--- config.mk ---
export PLATFORM = sky130hd
export DESIGN_NAME = mul_pipe_ctrl
export DESIGN_NICKNAME = d
export VERILOG_FILES = /design/src/rtl/mul_pipe_ctrl.sv
export SDC_FILE = /design/constraint.sdc
export NUM_CORES = 1
export LEC_CHECK = 0
export CORE_UTILIZATION = 45
export DETAILED_ROUTE_END_ITERATION = 10
export PLACE_DENSITY = 0.92
export SLEW_MARGIN = 40
export SYNTH_ARGS = -nofsm -noshare
export SYNTH_HDL_FRONTEND = slang
export SYNTH_SLANG_ARGS = --single-unit
--- constraint.sdc ---
create_clock -name clk -period 2.6 [get_ports clk]
set_input_delay 0.52 -clock clk [delete_from_list [all_inputs] [get_ports clk]]
set_output_delay 0.52 -clock clk [all_outputs]
set_load 0.02 [all_outputs]
--- src/rtl/mul_pipe_ctrl.sv ---
// mul_pipe_ctrl: handshake and sequencing controller for the two-stage
// Booth/Wallace multiplier. S0 holds the extended operands and drives the
// datapath. S1 is the datapath tree register plus this block's op/tag copy.
// OUT is a one-entry result buffer. Every stage can advance in the same
// cycle, so a new operation can complete every clock.
module mul_pipe_ctrl #(
    parameter int TAG_W = 4
) (
    input  logic              clk,
    input  logic              resetn,
    input  logic              flush,
    input  logic              req_valid,
    output logic              req_ready,
    input  logic [1:0]        req_op,
    input  logic [31:0]       req_src1,
    input  logic [31:0]       req_src2,
    input  logic [TAG_W-1:0]  req_tag,
    output logic [32:0]       dp_x,
    output logic [32:0]       dp_y,
    output logic              dp_s1_en,
    input  logic [63:0]       dp_prod,
    output logic              resp_valid,
    input  logic              resp_ready,
    output logic [31:0]       resp_result,
    output logic [TAG_W-1:0]  resp_tag,
    output logic [31:0]       mul_cnt
);

    // Operation encodings. Code 11 behaves as MUL_W.
    localparam logic [1:0] OP_MUL_W    = 2'b00;
    localparam logic [1:0] OP_MULH_W   = 2'b01;
    localparam logic [1:0] OP_MULH_WU  = 2'b10;
    localparam logic [1:0] OP_MUL_ALT  = 2'b11;

    // Stage valid bits.
    logic             v0_reg;
    logic             v1_reg;
    logic             v2_reg;

    // Per-stage op/tag payload travelling beside the datapath.
    logic [1:0]       op0_reg;
    logic [TAG_W-1:0] tag0_reg;
    logic [1:0]       op1_reg;
    logic [TAG_W-1:0] tag1_reg;

    // Operand and output-buffer registers.
    logic [32:0]      dp_x_reg;
    logic [32:0]      dp_y_reg;
    logic [31:0]      result_reg;
    logic [TAG_W-1:0] rtag_reg;
    logic [31:0]      mul_cnt_reg;

    // Advance controls, derived only from registered valid bits and resp_ready.
    logic             out_free;
    logic             s1_mv;
    logic             s0_mv;
    logic             accept;
    logic             resp_fire;
    logic [32:0]      ext_x;
    logic [32:0]      ext_y;
    logic [31:0]      half_sel;

    // Operand extension: only the unsigned-high form zero-extends. MUL_W and
    // the alias code use sign extension, which leaves the low word unchanged.
    function automatic logic [32:0] extend(input logic [1:0] op, input logic [31:0] src);
        logic [32:0] res;
        if (op == OP_MULH_WU) begin
            res = {1'b0, src};
        end else begin
            res = {src[31], src};
        end
        return res;
    endfunction

    // Pipeline advance logic: a stage moves when the stage after it is empty
    // or is moving out in the same cycle.
    always_comb begin
        out_free  = !v2_reg | resp_ready;
        s1_mv     = v1_reg & out_free;
        s0_mv     = v0_reg & (!v1_reg | s1_mv);
        req_ready = (!v0_reg | s0_mv) & !flush;
        accept    = req_valid & req_ready;
        resp_fire = v2_reg & resp_ready;
        ext_x     = extend(req_op, req_src1);
        ext_y     = extend(req_op, req_src2);
    end

    // Select the product half returned for the op currently held in S1.
    always_comb begin
        half_sel = dp_prod[31:0];
        case (op1_reg)
            OP_MULH_W, OP_MULH_WU: half_sel = dp_prod[63:32];
            OP_MUL_W, OP_MUL_ALT:  half_sel = dp_prod[31:0];
            default:               half_sel = dp_prod[31:0];
        endcase
    end

    // Valid bits: flush empties every stage. Otherwise each bit is set by a
    // move into its stage and cleared by a move out that is not refilled.
    always_ff @(posedge clk or negedge resetn) begin
        if (!resetn) begin
            v0_reg <= 1'b0;
            v1_reg <= 1'b0;
            v2_reg <= 1'b0;
        end else if (flush) begin
            v0_reg <= 1'b0;
            v1_reg <= 1'b0;
            v2_reg <= 1'b0;
        end else begin
            if (accept) begin
                v0_reg <= 1'b1;
            end else if (s0_mv) begin
                v0_reg <= 1'b0;
            end

            if (s0_mv) begin
                v1_reg <= 1'b1;
            end else if (s1_mv) begin
                v1_reg <= 1'b0;
            end

            if (s1_mv) begin
                v2_reg <= 1'b1;
            end else if (resp_fire) begin
                v2_reg <= 1'b0;
            end
        end
    end

    // S0 payload: the operands stay put until the next accepted request, so
    // the datapath tree sees stable inputs while S0 waits for S1.
    always_ff @(posedge clk or negedge resetn) begin
        if (!resetn) begin
            dp_x_reg <= '0;
            dp_y_reg <= '0;
            op0_reg  <= OP_MUL_W;
            tag0_reg <= '0;
        end else if (accept) begin
            dp_x_reg <= ext_x;
            dp_y_reg <= ext_y;
            op0_reg  <= req_op;
            tag0_reg <= req_tag;
        end
    end

    // S1 payload: follows the tree register, which loads on the same enable.
    always_ff @(posedge clk or negedge resetn) begin
        if (!resetn) begin
            op1_reg  <= OP_MUL_W;
            tag1_reg <= '0;
        end else if (s0_mv) begin
            op1_reg  <= op0_reg;
            tag1_reg <= tag0_reg;
        end
    end

    // Output buffer: loads only when S1 moves out, so a stalled result and
    // tag stay stable under backpressure.
    always_ff @(posedge clk or negedge resetn) begin
        if (!resetn) begin
            result_reg <= '0;
            rtag_reg   <= '0;
        end else if (s1_mv) begin
            result_reg <= half_sel;
            rtag_reg   <= tag1_reg;
        end
    end

    // Completed-operation counter. A handshake during a flush cycle still
    // counts because that response has already been delivered.
    always_ff @(posedge clk or negedge resetn) begin
        if (!resetn) begin
            mul_cnt_reg <= '0;
        end else if (resp_fire) begin
            mul_cnt_reg <= mul_cnt_reg + 32'd1;
        end
    end

    assign dp_x        = dp_x_reg;
    assign dp_y        = dp_y_reg;
    assign dp_s1_en    = s0_mv;
    assign resp_valid  = v2_reg;
    assign resp_result = result_reg;
    assign resp_tag    = rtag_reg;
    assign mul_cnt     = mul_cnt_reg;

endmodule

==> impl_table.tex, run 1 <==
\begin{tabular}{lr}
\hline
Metric & Value \\
\hline
\multicolumn{2}{l}{\textbf{Drt}} \\
Via density & 5.13 \\
DR DRC count & 0 \\
Remaining antenna violation count & 0 \\
Routed length on met2 & 8700 µm \\
M1 WL & 5970 µm \\
Amount of wire on met3 after detailed routing & 1300 µm \\
First-pass iteration count of the detailed router & 4 \\
Uppermost layer routed & met4 \\
WL per Instance & 17.2 µm \\
Final Routed Wirelength & 16300 µm \\
Violation count after the first detailed-route iteration & 203 \\
Detailed-route via count & 4845 \\
\multicolumn{2}{l}{\textbf{Yosys}} \\
Post-synth top flop & sky130\_fd\_sc\_hd\_\_dfrtp\_1 \\
Gate count of the mapped netlist & 472 \\
Portion of the post-synthesis area used by sequential elements & 60.2\% \\
Post-synth EDFFs & 0 \\
Mean instance size in the synthesized netlist & 13.1 µm² \\
Fraction of synthesis flops using an asynchronous set or reset pin & 100\% \\
Number of warning messages in the yosys log & 0 \\
Mapped cell area & 0.00619 mm² \\
Net count after synthesis & 612 \\
Number of distinct library cell variants in the gate-level netlist after synthesis & 35 \\
Synthesized flop and latch total & 149 \\
\multicolumn{2}{l}{\textbf{Finish}} \\
Ant. Diodes & 0 \\
Number of inserted filler cells in the final layout & 883 \\
Layout Nets & 897 \\
Layout Cell Area excl Fill & 0.00973 mm² \\
Fraction of layout instances using a drive strength above 1 & 17.3\% \\
Final instance count without filler cells & 944 \\
Synth-to-layout area growth & 57.0\% \\
\multicolumn{2}{l}{\textbf{Timing}} \\
Setup skew after layout & 0.00686 ns \\
Top achievable clock speed & 0.421 GHz \\
Minimum clock period & 2.38 ns \\
Final worst-path cycle share & 91.4\% \\
Count of endpoints failing setup in the final report & 0 \\
Final-layout setup total negative slack & 0 ns \\
Slew @ Worst Pin & 0.547 ns \\
Final Hold Fails & 0 \\
Slew Limit Fails & 0 \\
Worst hold margin & 0.0599 ns \\
Relative max-transition margin & 63.5\% \\
Final Worst Setup Slack & 0.225 ns \\
Setup repair after global routing missed its margin & no \\
\multicolumn{2}{l}{\textbf{Placement}} \\
PortBufs & 275 \\
Half-perimeter wire length after placement & 11900 µm \\
DP Cell Count & 914 \\
Worst slack at placement & -0.0667 ns \\
GPL Wtd Cong & 0.808 \\
Area post-placement & 0.00919 mm² \\
\multicolumn{2}{l}{\textbf{Global routing}} \\
Overflow left after global routing & 0 \\
Via count of the first global-routing pass & 5221 \\
Global-route wire length before repair & 26000 µm \\
Maximum number of pins on one net before global-route repair & 75 \\
Initial antenna violation count & 0 \\
Tot GR Track Use & 23.7\% \\
\multicolumn{2}{l}{\textbf{Pwr}} \\
Ratio of total power to cell area & 756 mW/mm² \\
Static leakage power & 0.00431 µW \\
Peak supply drop & 0.485 mV \\
\multicolumn{2}{l}{\textbf{Critical path}} \\
Largest driver fanout on the critical path & 3 \\
Data arrival, critical path & 1.86 ns \\
Startpoint Class & input port \\
Data required time at the worst endpoint & 2.08 ns \\
Critical path class & input port to primary output \\
Crit path capture type & primary output \\
\multicolumn{2}{l}{\textbf{Clock tree}} \\
Source-to-sink clock delay at the later pin of the worst-skew pair & 0.41 ns \\
Hold buffers post-CTS & 0 \\
Deepest level of the CTS H-tree & 4 \\
Cell at the root of the clock tree & sky130\_fd\_sc\_hd\_\_clkbuf\_16 \\
Clock tree from TritonCTS & yes \\
Setup fix buffers added after clock tree synthesis & 0 \\
Number of buffers on the longest clock path & 2 \\
Number of clock buffers inserted by TritonCTS & 17 \\
Register clock-pin slew on the reported worst setup and hold paths & 0.06 ns \\
Sinks on Clock Net & 149 \\
\multicolumn{2}{l}{\textbf{Die}} \\
Area enclosed by the die boundary & 0.0142 mm² \\
Floorplan core area & 0.0133 mm² \\
Core Rows & 42 \\
Boundary Pins & 276 \\
Die span in x & 119 µm \\
Die height & 119 µm \\
Starting density of the core & 46.4\% \\
\multicolumn{2}{l}{\textbf{Run status}} \\
Status & completed \\
\multicolumn{2}{l}{\textbf{Hold path}} \\
Path class of the lowest-slack min-delay path & input port to asynchronous set/reset pin \\
\multicolumn{2}{l}{\textbf{Flow run}} \\
Maximum capacitance violations & 0 \\
\hline
\end{tabular}
-- metrics by stage --
step	util [%]	power, µW
floorplan	-	4010
global placement	68.8	5070
detailed placement	68.8	5170
CTS	72.9	7430
global route	72.9	7680
finish	72.9	7350
-- cells in the final DEF, fill, tap and decap left out, types with 4 or more instances in the layout --
cell type	synthesis	final
sky130_fd_sc_hd__o21ai_0	34	34
sky130_fd_sc_hd__xnor2_1	10	10
sky130_fd_sc_hd__nor4_1	10	10
sky130_fd_sc_hd__clkdlybuf4s50_1	0	272
sky130_fd_sc_hd__nor3_1	11	11
sky130_fd_sc_hd__nor2_1	7	7
sky130_fd_sc_hd__nand2_1	46	46
sky130_fd_sc_hd__and3_1	4	4
sky130_fd_sc_hd__nand3_1	9	9
sky130_fd_sc_hd__inv_1	10	10
sky130_fd_sc_hd__dfrtp_1	149	149
sky130_fd_sc_hd__clkinv_2	0	6
sky130_fd_sc_hd__mux2i_1	32	32
sky130_fd_sc_hd__mux2_2	79	79
sky130_fd_sc_hd__xor2_1	21	20
sky130_fd_sc_hd__clkbuf_16	0	17
sky130_fd_sc_hd__buf_4	9	10
-- metal layers --
layer	track usage (%)	vias up
li1	-	2218
met4	8.59	0
met1	25.3	2398
met3	7.71	21
met5	0	-
met2	43.6	208
-- cells in the mapped netlist (3+ instances only) --
library cell | n | share of area (%)
sky130_fd_sc_hd__dfrtp_1 | 149 | 60
sky130_fd_sc_hd__mux2_2 | 79 | 14
sky130_fd_sc_hd__nand2_1 | 46 | 2.8
sky130_fd_sc_hd__o21ai_0 | 34 | 2.7
sky130_fd_sc_hd__mux2i_1 | 32 | 5.2
sky130_fd_sc_hd__xor2_1 | 21 | 3.0
sky130_fd_sc_hd__nor3_1 | 11 | 0.89
sky130_fd_sc_hd__inv_1 | 10 | 0.61
sky130_fd_sc_hd__nor4_1 | 10 | 1.0
sky130_fd_sc_hd__xnor2_1 | 10 | 1.4
sky130_fd_sc_hd__buf_4 | 9 | 1.1
sky130_fd_sc_hd__nand3_1 | 9 | 0.73
sky130_fd_sc_hd__nor2_1 | 7 | 0.42
sky130_fd_sc_hd__buf_2 | 6 | 0.48
sky130_fd_sc_hd__clkbuf_1 | 5 | 0.30
sky130_fd_sc_hd__and3_1 | 4 | 0.40
sky130_fd_sc_hd__a21oi_1 | 3 | 0.24
sky130_fd_sc_hd__and4_1 | 3 | 0.42
sky130_fd_sc_hd__and4_4 | 3 | 0.55
sky130_fd_sc_hd__nand4_1 | 3 | 0.30
-- path summary, 6_finish.rpt --
check                                startpoint              end  slack [ns]  cells after the start
worst min-delay path                     resetn       mul_cnt[9]        0.06                      1
worst max register to register       resp_valid          dp_x[2]        0.84                      4
worst max-delay path                 resp_ready         dp_s1_en        0.22                      6
min in group clk                resp_result[22]  resp_result[22]        0.48                      2
max in group asynchronous                resetn          dp_y[0]        1.80                      2
worst min register to register  resp_result[22]  resp_result[22]        0.48                      2
-- critical path, cell delays in order --
cell and delay, ns:
sky130_fd_sc_hd__clkdlybuf4s50_1 0.47, sky130_fd_sc_hd__inv_1 0.06, sky130_fd_sc_hd__and3_1 0.19, sky130_fd_sc_hd__nand2b_1 0.21
sky130_fd_sc_hd__inv_1 0.07, sky130_fd_sc_hd__dlygate4sd2_1 0.33
-- logic make-up after synthesis --
family / share of synthesized area [%]
buffers and inverters: 2.67
multiplexers: 19.9
AND/OR/NAND/NOR: 9.33
XOR/XNOR: 4.65
adder cells (fa/ha/maj): 0.202
AO/OA/AOI/OAI: 3.07
flip-flops: 60.2
-- power by group --
group          switching [µW]  internal [µW]
logic                    1020           1160
registers                 240           2700
clock network             886           1340
-- timing repair --
action | in CTS | in global routing
gates resized for setup | 1 | 1
endpoints found under the hold margin | 0 | 0
gates cloned | 0 | 0
setup endpoints to repair | 1 | 1
-- cell type report --
class	count	area [µm²]	share of cell area, %
multi-input cells	292	2330	24.0
well taps	176	220	2.26
flip-flops and latches	149	3730	38.3
clock inverters	10	83.8	0.862
clock buffers	20	457	4.69
repair buffers	287	2870	29.5
inverters	10	37.5	0.386
Note: power is estimated with default switching activity, not from simulation.
==> inputs of run 2 (changes only) <==
--- a/config.mk
+++ b/config.mk
@@ -5,8 +5,10 @@
 export SDC_FILE = /design/constraint.sdc
 export NUM_CORES = 1
 export LEC_CHECK = 0
+export ABC_CLOCK_PERIOD_IN_PS = 2600
 export CORE_UTILIZATION = 45
 export DETAILED_ROUTE_END_ITERATION = 10
+export HOLD_SLACK_MARGIN = 0.02
 export PLACE_DENSITY = 0.92
 export SLEW_MARGIN = 40
 export SYNTH_ARGS = -nofsm -noshare
==> constraint.sdc (replaced) <==
create_clock -name clk -period 2.6 [get_ports clk]
set_input_delay 0.39 -clock clk [delete_from_list [all_inputs] [get_ports clk]]
set_output_delay 0.39 -clock clk [all_outputs]
set_load 0.02 [all_outputs]
==> run 2 against run 1 <==
Against the previous run:
- non-clock buffer count fell by 3
- global-route usage up 0.064 points
- via count shrank 1.6%
- critical path type is now flip-flop to primary output
- largest power group unchanged
- highest routed layer unchanged
==> impl_table.tex, run 2 (synthesized netlist as in run 1, its figures left out) <==
\begin{tabular}{lr}
\hline
Metric & Value \\
\hline
\multicolumn{2}{l}{\textbf{Drt}} \\
WL per Instance & 17.1 µm (-0.57\%) \\
Via density & 5.05 (-1.5\%) \\
Remaining antenna violation count & 0 (unchanged) \\
First-pass iteration count of the detailed router & 4 (unchanged) \\
Detailed-route via count & 4766 (-1.6\%) \\
Violation count after the first detailed-route iteration & 146 (-28\%) \\
Final Routed Wirelength & 16100 µm (-0.67\%) \\
DR DRC count & 0 (unchanged) \\
\multicolumn{2}{l}{\textbf{Timing}} \\
Minimum clock period & 2.41 ns (+0.0304 ns) \\
Final-layout setup total negative slack & 0 ns (unchanged) \\
Final worst-path cycle share & 92.5\% (+1.2 points) \\
Final Hold Fails & 0 (unchanged) \\
Relative max-transition margin & 63.5\% (about the same) \\
Slew @ Worst Pin & 0.547 ns (-0.000121 ns) \\
Slew Limit Fails & 0 (unchanged) \\
Count of endpoints failing setup in the final report & 0 (unchanged) \\
Setup skew after layout & 0.00557 ns (-0.00129 ns) \\
Setup repair after global routing missed its margin & no \\
Top achievable clock speed & 0.416 GHz (-1.3\%) \\
\multicolumn{2}{l}{\textbf{Pwr}} \\
Switching power & 2190 µW (+1.9\%) \\
Switching power share of the total & 27.9\% (-1.3 points) \\
Static leakage power & 0.00434 µW (+0.74\%) \\
Peak supply drop & 0.505 mV (+4.2\%) \\
Clock group share of total power & 34.6\% (+4.3 points) \\
Register share of total power & 37.5\% (-2.5 points) \\
Portion of total power attributed to combinational logic & 27.9\% (-1.7 points) \\
Total internal power & 5640 µW (+8.4\%) \\
Ratio of total power to cell area & 795 mW/mm² (+5.2\%) \\
\multicolumn{2}{l}{\textbf{Die}} \\
Area enclosed by the die boundary & 0.0142 mm² (unchanged) \\
Boundary Pins & 276 (unchanged) \\
Starting density of the core & 46.4\% (unchanged) \\
Floorplan core area & 0.0133 mm² (unchanged) \\
Die height & 119 µm (unchanged) \\
Die span in x & 119 µm (unchanged) \\
Core Rows & 42 (unchanged) \\
\multicolumn{2}{l}{\textbf{Placement}} \\
PortBufs & 275 (unchanged) \\
GPL Wtd Cong & 0.802 (-0.77\%) \\
Half-perimeter wire length after placement & 11800 µm (-1.2\%) \\
DP Cell Count & 910 (-0.44\%) \\
Area post-placement & 0.00917 mm² (-0.19\%) \\
\multicolumn{2}{l}{\textbf{Global routing}} \\
Overflow left after global routing & 0 (unchanged) \\
Met3 Resource Use GR & 8.19\% (+0.48 points) \\
Met1 GRT Util & 25.8\% (+0.54 points) \\
Most utilized layer in the global route result & met2 \\
Global-route track usage on met2 & 42.7\% (-0.91 points) \\
Tot GR Track Use & 23.8\% (+0.064 points) \\
Maximum number of pins on one net before global-route repair & 96 (+28\%) \\
Global-route wire length before repair & 26000 µm (+0.32\%) \\
Initial antenna violation count & 0 (unchanged) \\
Via count of the first global-routing pass & 5174 (-0.90\%) \\
\multicolumn{2}{l}{\textbf{Clock tree}} \\
Cell at the root of the clock tree & sky130\_fd\_sc\_hd\_\_clkbuf\_16 \\
Number of clock buffers inserted by TritonCTS & 17 (unchanged) \\
Setup fix buffers added after clock tree synthesis & 0 (unchanged) \\
Deepest level of the CTS H-tree & 4 (unchanged) \\
Number of buffers on the longest clock path & 2 (unchanged) \\
Clock tree from TritonCTS & yes \\
Gates resized, CTS repair & 0 (-1) \\
Hold buffers post-CTS & 1 (+1) \\
Register clock-pin slew on the reported worst setup and hold paths & 0.06 ns (about the same) \\
Source-to-sink clock delay at the later pin of the worst-skew pair & 0.41 ns (about the same) \\
Sinks on Clock Net & 149 (unchanged) \\
\multicolumn{2}{l}{\textbf{Finish}} \\
Final instance count without filler cells & 943 (-0.11\%) \\
Synth-to-layout area growth & 58.9\% \\
Ant. Diodes & 0 (unchanged) \\
Area of the multi-input gates & 0.00233 mm² (unchanged) \\
Number of inserted filler cells in the final layout & 872 (-1.2\%) \\
Leading cell type in the layout, fill and taps excluded & sky130\_fd\_sc\_hd\_\_clkdlybuf4s50\_1 \\
Area of all sequential standard cells & 0.00373 mm² (unchanged) \\
Layout Nets & 894 (-0.33\%) \\
Layout Cell Area excl Fill & 0.00985 mm² (+1.2\%) \\
Highest-count cells in the layout ignoring fill and taps & 274 x sky130\_fd\_sc\_hd\_\_clkdlybuf4s50\_1, 149 x sky130\_fd\_sc\_hd\_\_dfrtp\_1, 79 x sky130\_fd\_sc\_hd\_\_mux2\_2 \\
Finished Core Util & 73.8\% (+0.88 points) \\
Fraction of layout instances using a drive strength above 1 & 17.2\% (-0.11 points) \\
\multicolumn{2}{l}{\textbf{Flow run}} \\
Maximum capacitance violations & 0 (unchanged) \\
\multicolumn{2}{l}{\textbf{Critical path}} \\
Data required time at the worst endpoint & 2.21 ns (+0.13 ns) \\
Data arrival, critical path & 2.02 ns (+0.16 ns) \\
Crit path capture type & primary output \\
Critical path class & flip-flop to primary output \\
Startpoint Class & flip-flop \\
Largest driver fanout on the critical path & 9 (+6) \\
FF-to-FF setup slack & 0.84 ns (about the same) \\
\multicolumn{2}{l}{\textbf{Run status}} \\
Status & completed \\
\multicolumn{2}{l}{\textbf{Hold path}} \\
Path class of the lowest-slack min-delay path & input port to asynchronous set/reset pin \\
\hline
\end{tabular}
## run 2: path summary, 6_finish.rpt
path                                 startpoint  depth (start not counted)               to
worst max-delay path                 resp_valid                          4         dp_s1_en
worst min-delay path                     resetn                          2      mul_cnt[29]
worst max register to register      mul_cnt[14]                          4      mul_cnt[31]
worst min register to register  resp_result[13]                          2  resp_result[13]
max in group asynchronous                resetn                          3      tag0_reg[0]
min in group clk                resp_result[13]                          2  resp_result[13]
## run 2: per-layer routing
| metal | up-vias | routed length (µm) |
|---|---|---|
| met4 | 0 | 333 |
| met5 | - | 0 |
| met1 | 2328 | 6010 |
| met2 | 210 | 8430 |
| met3 | 24 | 1370 |
| li1 | 2204 | - |
## run 2: power groups by stage
stage	combinational [µW]	clock [µW]	sequential (µW)
after floorplan	646	0	3360
after global placement	2130	0	2940
after detailed placement	2190	0	2970
after CTS	2210	2770	2940
after global routing	2320	2860	2990
final	2180	2710	2930
## run 2: worst max-delay path: stages (launching register included)
cell and delay, ns:
sky130_fd_sc_hd__dfrtp_1 0.48, sky130_fd_sc_hd__and3_1 0.25, sky130_fd_sc_hd__nand2b_1 0.18, sky130_fd_sc_hd__inv_1 0.09, sky130_fd_sc_hd__clkdlybuf4s50_1 0.60
## run 2: cell type report
| type | instances | share of cell area, % |
|---|---|---|
| Timing Repair Buffer | 284 | 29.1 |
| Sequential cell | 149 | 37.9 |
| Inverter | 10 | 0.381 |
| Tap cell | 176 | 2.24 |
| Clock inverter | 12 | 2.03 |
| Clock buffer | 20 | 4.74 |
| Multi-Input combinational cell | 292 | 23.7 |
## run 2: through the flow
step / total power (µW) / setup slack, ns / hold WS (ns)
3_5_place_dp: 5170 / 0.179 / 0.316
5_1_grt: 8170 / 0.0979 / 0.458
2_1_floorplan: 4010 / 0.912 / 0.0944
4_1_cts: 7910 / 0.149 / 0.449
6_report: 7820 / 0.194 / 0.452
3_3_place_gp: 5070 / 0.194 / 0.308
